==> src/rtl/left_shift_seq.sv <==
// Iterative left shifter/rotator: moves the operand one bit position per clock
// until the captured count is exhausted, then presents the result with a done pulse.
module left_shift_seq #(
    parameter int N = 16,
    parameter int C = 4
) (
    input  logic         clk,
    input  logic         rst,
    input  logic         start,
    input  logic [N-1:0] In,
    input  logic [C-1:0] Cnt,
    input  logic         Op,
    output logic [N-1:0] Out,
    output logic         busy,
    output logic         done
);

    typedef enum logic [1:0] {
        S_IDLE  = 2'd0,
        S_SHIFT = 2'd1,
        S_DONE  = 2'd2
    } state_t;

    state_t       r_state;
    state_t       w_state_next;
    logic [N-1:0] r_work;
    logic [N-1:0] r_out;
    logic [C-1:0] r_remaining;
    logic         r_op;

    logic [N-1:0] w_shifted;
    logic         w_accept;
    logic         w_last;

    // Rotate feeds the outgoing MSB back into bit 0; logical shift fills with zero.
    assign w_shifted = {r_work[N-2:0], (r_op ? r_work[N-1] : 1'b0)};
    assign w_accept  = start && ((r_state == S_IDLE) || (r_state == S_DONE));
    assign w_last    = (r_state == S_SHIFT) && (r_remaining == C'(1));

    always_comb begin
        w_state_next = r_state;
        case (r_state)
            S_IDLE: begin
                if (start) begin
                    w_state_next = (Cnt == '0) ? S_DONE : S_SHIFT;
                end
            end
            S_SHIFT: begin
                if (w_last) begin
                    w_state_next = S_DONE;
                end
            end
            S_DONE: begin
                if (start) begin
                    w_state_next = (Cnt == '0) ? S_DONE : S_SHIFT;
                end else begin
                    w_state_next = S_IDLE;
                end
            end
            default: w_state_next = S_IDLE;
        endcase
    end

    always_ff @(posedge clk) begin
        if (rst) begin
            r_state     <= S_IDLE;
            r_work      <= '0;
            r_out       <= '0;
            r_remaining <= '0;
            r_op        <= 1'b0;
        end else begin
            r_state <= w_state_next;
            if (w_accept) begin
                r_work      <= In;
                r_remaining <= Cnt;
                r_op        <= Op;
                // A zero count bypasses the shift phase entirely.
                if (Cnt == '0) begin
                    r_out <= In;
                end
            end else if (r_state == S_SHIFT) begin
                r_work      <= w_shifted;
                r_remaining <= r_remaining - C'(1);
                if (w_last) begin
                    r_out <= w_shifted;
                end
            end
        end
    end

    assign Out  = r_out;
    assign busy = (r_state == S_SHIFT);
    assign done = (r_state == S_DONE);

endmodule

==> config.mk <==
export PLATFORM = sky130hd
export DESIGN_NAME = left_shift_seq
export DESIGN_NICKNAME = d
export VERILOG_FILES = /design/src/rtl/left_shift_seq.sv
export SDC_FILE = /design/constraint.sdc
export NUM_CORES = 1
export LEC_CHECK = 0
export ABC_AREA = 1
export BUFFER_PORTS_ARGS = -buffer_cell sky130_fd_sc_hd__buf_2
export CAP_MARGIN = 20
export CORE_ASPECT_RATIO = 1.75
export CORE_MARGIN = 5
export CORE_UTILIZATION = 50
export DETAILED_ROUTE_END_ITERATION = 8
export GPL_TIMING_DRIVEN = 0
export PLACE_DENSITY = 0.75
export SLEW_MARGIN = 15
export SYNTH_ARGS = -nofsm -noshare
export SYNTH_HDL_FRONTEND = slang
export SYNTH_SLANG_ARGS = --single-unit
==> constraint.sdc <==
create_clock -name clk -period 2.8 [get_ports clk]
set_input_delay 0.14 -clock clk [delete_from_list [all_inputs] [get_ports clk]]
set_output_delay 0.14 -clock clk [all_outputs]
set_load 0.05 [all_outputs]
==> results.md, run 1 <==
- Clock tree sinks: 39
- DR vias/cell: around 5
- # H-tree levels: 2
- #FFs+latches synth: 39
- Sw frac: 0.323
- Register share of total power: 0.486
- Post-layout net count: 339
- NetSw: 0.000421 W
- Vias: about 1800
- Cts hold-fix bufs: 0
- Top cell type's share of synthesized area: 0.429
- Least-Margin Pin Slew: about 0.48 ns
- Slew Viols, Final: 0
- Peak Freq: approximately 660 MHz
- Worst hold path type: in -> reg
- Worst R2R Setup Slack: 1.30 ns
- Grt total ovfl: 0
- Hold path start: Op
- Post-synthesis average cell area: 6.86 um2
- Clock Skews: 0.00658 ns
- Final period util: 0.537
- Core area: about 3600 um2
- Layout area overhead: 18.9%
- Iteration-0 DRC Markers: 33
- Die width: about 56 um
- Clock power frac: 0.279
- Die area: 4990 um2
- Max-cap violations: 0
- Post-Synthesis Cell Area: 1820 um2
- Most frequent cells in the layout: 76 x nand2_1, 50 x nor2_1, 48 x buf_2
- Antenna cells: 0
- Buffers on Ports: 41
- CTS tree: built
- Final Hold Viols: 0
- Largest net degree at the start of global routing: 12
- Min Tclk post-route: 1.50 ns
- Critical path class: reg -> reg
- CTS root buf: clkbuf_8
- R2R Path Start: r_state[0]$_SDFFE_PP0P_
- DRC Markers: 0
- Placer Congestion: 0.820
- Post-DRT Antenna Nets: 0
- Cell count after synthesis: between 200 and 300
- Vias in the first global route: 1784
- Hold Crit Depth: 3
- Post-Route WL: 4350 um
- Ys Warns: 0
- Worst endpoint required time: around 3.0 ns
- Post-CTS sizing: 0
- RSZ-0062 raised after global routing: false
- PD cells: 603 nW/um2
- Register area share after synthesis: 0.429
- Worst-skew pair later-pin latency: a little under 0.3 ns
- Die extent in y: 89.8 um
- Setup TNS: 0 ns
- Post-DP HPWL: roughly 3300 um
- Max_slew headroom: 0.680
- Worst r2r path cells: 5
- Total Routing Usage GR: 0.191
- Worst Path Arrival: 1.69 ns
- Initial core utilization: 0.511
- CTS clock-pin slew for the worst setup and hold paths: 0.08 ns
- Num rows: 29
- Syn Nets: a little under 300
- Leakage power: approximately 1.1 nW
- Final number of setup-violating endpoints: 0
- Cell-internal power: 0.000883 W
- VDD IR max: 488 uV
- Longest Clk Path Bufs: 2
- Critical Path End Type: flip-flop
- Worst hold endpoint: r_op$_SDFFE_PP0P_
- Max FO, Critical Path: 10
- Reg2reg end: Out[6]$_SDFFE_PP0P_
- Wire length per cell: 12.1 um
- Postcts setup bufs: 0
- Largest cells by area after synthesis: dfxtp_1 43%, nand2_1 16%, nor2_1 10%
- Initial antenna violation count: 0
- First-pass GRT wire length: 7690 um
- CTS Buf Count: 5
- Combinational power share: 0.236
- Commonest non-fill, non-tap cell in the layout: nand2_1
- DRT Pass-1 Iters: 4
- Total power: around 0.0013 W
- Ports: 42
- Startpoint Class: flip-flop
- Status: complete, no violations
- Share of layout cells above drive strength 1: 0.204
- Netlist cell types: 19
- Area leader, netlist: dfxtp_1
state kept, by name (all words and copies together), names as in the netlist:
register / cells
r_remaining: 4
r_work: 16
Out: 16
r_op: 1
r_state: 2
power by group through the flow:
| stage | Clock (W) | Sequential, W | Combinational [W] |
|---|---|---|---|
| 2_1_floorplan | 0 | 0.000686 | 0.000187 |
| 3_3_place_gp | 0 | 0.000644 | 0.000304 |
| 3_5_place_dp | 0 | 0.000646 | 0.000308 |
| 4_1_cts | 0.000376 | 0.000633 | 0.000310 |
| 5_1_grt | 0.000400 | 0.000639 | 0.000350 |
| 6_report | 0.000364 | 0.000633 | 0.000307 |
cells by family (layout without fill, tap and decap cells):
logic type | count (synthesis) | after routing | share of synthesized area
buffers and inverters | 29 | 78 | 0.0709
and+or+nand+nor | 149 | 149 | 0.358
adders and majority gates | 2 | 2 | 0.0138
AOI/OAI and AO/OA | 46 | 46 | 0.128
DFF | 39 | 39 | 0.429
worst max-delay path by stage:
stage / start / end / slack (ns)
2_1_floorplan: r_state[0]$_SDFFE_PP0P_ / Out[10]$_SDFFE_PP0P_ / 1.35
3_3_place_gp: r_state[0]$_SDFFE_PP0P_ / Out[6]$_SDFFE_PP0P_ / 1.34
3_5_place_dp: r_state[0]$_SDFFE_PP0P_ / Out[15]$_SDFFE_PP0P_ / 1.31
4_1_cts: r_state[0]$_SDFFE_PP0P_ / Out[15]$_SDFFE_PP0P_ / 1.30
5_1_grt: r_state[0]$_SDFFE_PP0P_ / Out[13]$_SDFFE_PP0P_ / 1.15
6_report: r_state[0]$_SDFFE_PP0P_ / Out[6]$_SDFFE_PP0P_ / 1.30
cell type report:
| type | count | area [um2] |
|---|---|---|
| fillers | 380 | 1390 |
| clock inverters | 1 | 5.00 |
| flip-flops and latches | 39 | 781 |
| well taps | 46 | 57.6 |
| inverters | 16 | 60.1 |
| multi-input cells | 197 | 908 |
| repair buffers | 41 | 205 |
| clock buffers | 7 | 76.3 |
| plain buffers | 13 | 68.8 |
synthesized netlist by cell type:
library cell,instances
nand3b_1,12
nand3_4,1
nand2_2,2
nand3_1,5
nor2_4,2
buf_6,1
o21a_1,1
buf_2,7
o21ai_0,22
ha_1,2
clkbuf_1,4
nand2_1,76
buf_4,1
inv_2,2
nor2_1,50
nand3_2,1
inv_1,14
a21oi_1,23
dfxtp_1,39
layer usage:
metal	wire length, um	vias up	global-route usage
met5	0	-	0
met4	87	0	0.0892
met3	232	8	0.0544
met2	2350	41	0.357
met1	1680	770	0.188
li1	-	936	-
per-stage QoR:
stage | instance area (um2) | cells | hold WS (ns) | worst slack (ns) | utilization
after global placement | 2080 | 352 | 0.391 | 1.34 | 0.585
after detailed placement | 2080 | 352 | 0.404 | 1.31 | 0.585
after global routing | 2160 | 360 | 0.102 | 1.15 | 0.608
final | 2160 | 360 | 0.0957 | 1.30 | 0.608
after floorplan | 1820 | 265 | 0.209 | 1.35 | -
after CTS | 2160 | 360 | 0.0945 | 1.30 | 0.608
critical path, cell delays in order (launching register included):
cell and delay (ns):
dfxtp_1 0.36, nor2_4 0.25, nand3_2 0.22, clkbuf_1 0.29, a21oi_1 0.21, nor2_1 0.06
No activity file was read; power rests on OpenSTA's default activity.
==> run 2: changes to the inputs <==
==> constraint.sdc (replaced) <==
create_clock -name clk -period 1.5 [get_ports clk]
set_input_delay 0.075 -clock clk [delete_from_list [all_inputs] [get_ports clk]]
set_output_delay 0.075 -clock clk [all_outputs]
set_load 0.05 [all_outputs]
==> run 2 against run 1 <==
- routed wire length is 1.3% higher
- fmax grew 10%
- first-iteration DRC count down 24%
- clock skew about the same
==> results.md, run 2 (same netlist as run 1, synthesis figures left out) <==
- CTS tree: built (unchanged)
- Cts hold-fix bufs: 0 (unchanged)
- Final number of setup-violating endpoints: 0 (unchanged)
- DRT Pass-1 Iters: 4 (unchanged)
- Most frequent cells in the layout: 76 x nand2_1, 50 x nor2_1, 47 x buf_2 (was 76 x nand2_1, 50 x nor2_1, 48 x buf_2)
- Sw frac: 0.325 (was 0.323)
- Routing usage on met3: 0.0544 (unchanged)
- Total Routing Usage GR: 0.191 (unchanged)
- Worst endpoint required time: 1.69 ns (was 2.98 ns)
- Ports: 42 (unchanged)
- Post-DRT Antenna Nets: 0 (unchanged)
- Die area: 4990 um2 (unchanged)
- Min Tclk post-route: 1.37 ns (was 1.50 ns)
- Setup TNS: 0 ns (unchanged)
- NetSw: 0.000793 W (was 0.000421 W)
- Clock Skews: 0.00626 ns (was 0.00658 ns)
- CTS root buf: clkbuf_8 (unchanged)
- Critical path class: reg -> reg (unchanged)
- Worst Path Arrival: 1.56 ns (was 1.69 ns)
- Vias: 1755 (unchanged)
- Clock tree sinks: 39 (unchanged)
- Antenna cells: 0 (unchanged)
- Most Used Layer, Global Route: met2 (unchanged)
- Slew Viols, Final: 0 (unchanged)
- Max FO, Critical Path: 10 (unchanged)
- Inst Count DP: 352 (unchanged)
- Worst R2R Setup Slack: 0.13 ns (was 1.30 ns)
- Final Hold Viols: 0 (unchanged)
- Max_slew headroom: 0.678 (was 0.680)
- Iteration-0 DRC Markers: 25 (was 33)
- Least-Margin Pin Slew: 0.483 ns (was 0.480 ns)
- Max-cap violations: 0 (unchanged)
- DRC Markers: 0 (unchanged)
- Initial core utilization: 0.511 (unchanged)
- Num rows: 29 (unchanged)
- # H-tree levels: 2 (unchanged)
- Wire length per cell: 12.2 um (was 12.1 um)
- Core Util, Final: 0.612 (was 0.608)
- Post-CTS sizing: 0 (unchanged)
- Worst hold path type: in -> reg (unchanged)
- CTS Buf Count: 5 (unchanged)
- Die width: 55.6 um (unchanged)
- Worst-skew pair later-pin latency: 0.29 ns (about the same)
- Register share of total power: 0.484 (was 0.486)
- Cell-internal power: 0.00165 W (was 0.000883 W)
- GRT met2 Usage: 0.357 (unchanged)
- Hold Crit Depth: 3 (unchanged)
- Post-DP HPWL: 3320 um (unchanged)
- Buffers on Ports: 41 (unchanged)
- VDD IR max: 909 uV (was 488 uV)
- Postcts setup bufs: 0 (unchanged)
- Vias in the first global route: 1784 (unchanged)
- Grt total ovfl: 0 (unchanged)
- Clock power frac: 0.279 (about the same)
- Final period util: 0.911 (was 0.537)
- Status: complete, no violations (unchanged)
- Share of layout cells above drive strength 1: 0.210 (was 0.204)
- Initial antenna violation count: 0 (unchanged)
- Combinational power share: 0.237 (was 0.236)
- Post-Route WL: 4410 um (was 4350 um)
- Non-Filler Instances: 360 (unchanged)
- Commonest non-fill, non-tap cell in the layout: nand2_1 (unchanged)
- Worst r2r path cells: 7 (was 5)
- Layout area overhead: 19.6% (was 18.9%)
- Leakage power: 1.11 nW (about the same)
- Critical Path End Type: flip-flop (unchanged)
- CTS clock-pin slew for the worst setup and hold paths: 0.08 ns (about the same)
- Placer Congestion: 0.820 (unchanged)
- Largest net degree at the start of global routing: 12 (unchanged)
- Post-layout net count: 339 (unchanged)
- PD cells: 1120 nW/um2 (was 603 nW/um2)
- DR vias/cell: 4.88 (unchanged)
- Startpoint Class: flip-flop (unchanged)
- Core area: 3560 um2 (unchanged)
- RSZ-0062 raised after global routing: false (unchanged)
- Longest Clk Path Bufs: 2 (unchanged)
- Met1 GRT Util: 0.188 (unchanged)
- First-pass GRT wire length: 7690 um (unchanged)
- Die extent in y: 89.8 um (unchanged)
- Peak Freq: 732 MHz (was 664 MHz)
## run 2: changes by cell type in the layout (fill, tap and decap cells not counted)
| cell | delta |
|---|---|
| dfxtp_1 | -1 |
| nand3_4 | +1 |
| clkbuf_4 | +1 |
| buf_2 | -1 |
| dfxtp_2 | +1 |
| nand3_2 | -1 |
| clkbuf_1 | -1 |
| clkbuf_2 | +1 |
## run 2: worst paths after layout
check                                        startpoint                    to
worst max-delay path            r_state[0]$_SDFFE_PP0P_  Out[11]$_SDFFE_PP0P_
worst min-delay path                                 Op     r_op$_SDFFE_PP0P_
worst min register to register      Out[1]$_SDFFE_PP0P_   Out[1]$_SDFFE_PP0P_
worst max register to register  r_state[0]$_SDFFE_PP0P_  Out[11]$_SDFFE_PP0P_
## run 2: cell type report
| cell class | instances | area, um2 |
|---|---|---|
| fill | 374 | 1380 |
| multi-input combinational | 197 | 916 |
| sequential | 39 | 782 |
| timing repair buffer | 41 | 205 |
| clock buffer | 7 | 76.3 |
| buffer | 13 | 72.6 |
| inverter | 16 | 60.1 |
| tap | 46 | 57.6 |
| clock inverter | 1 | 5.00 |
## run 2: stage by stage
step                hold WS (ns)  setup WS, ns  power, W  cell area, um2
global placement           0.326        0.0385   0.00177            2080
CTS                       0.0295      0.000557   0.00246            2160
floorplan                  0.144        0.0499   0.00163            1820
finish                    0.0318         0.133   0.00244            2170
global route              0.0372        0.0323   0.00260            2170
detailed placement         0.339        0.0102   0.00178            2080
## run 2: critical path: stages, from the launching register on
cell and delay, ns:
dfxtp_2 0.35, inv_2 0.09, nand2_2 0.10, clkbuf_4 0.21
o21ai_0 0.31, nand2_1 0.09, nand2_1 0.06, nor2_1 0.04
## run 2: power groups by stage
stage / combinational, W / sequential [W] / clock, W
final: 0.000579 / 0.00118 / 0.000681
after global routing: 0.000658 / 0.00119 / 0.000746
after CTS: 0.000578 / 0.00118 / 0.000702
after detailed placement: 0.000575 / 0.00121 / 0
after global placement: 0.000568 / 0.00120 / 0
after floorplan: 0.000349 / 0.00128 / 0
## run 2: routing by layer
metal / vias to the layer above / routed length, um
met2: 40 / 2370
met3: 7 / 206
li1: 934 / -
met4: 0 / 92
met5: - / 0
met1: 774 / 1740
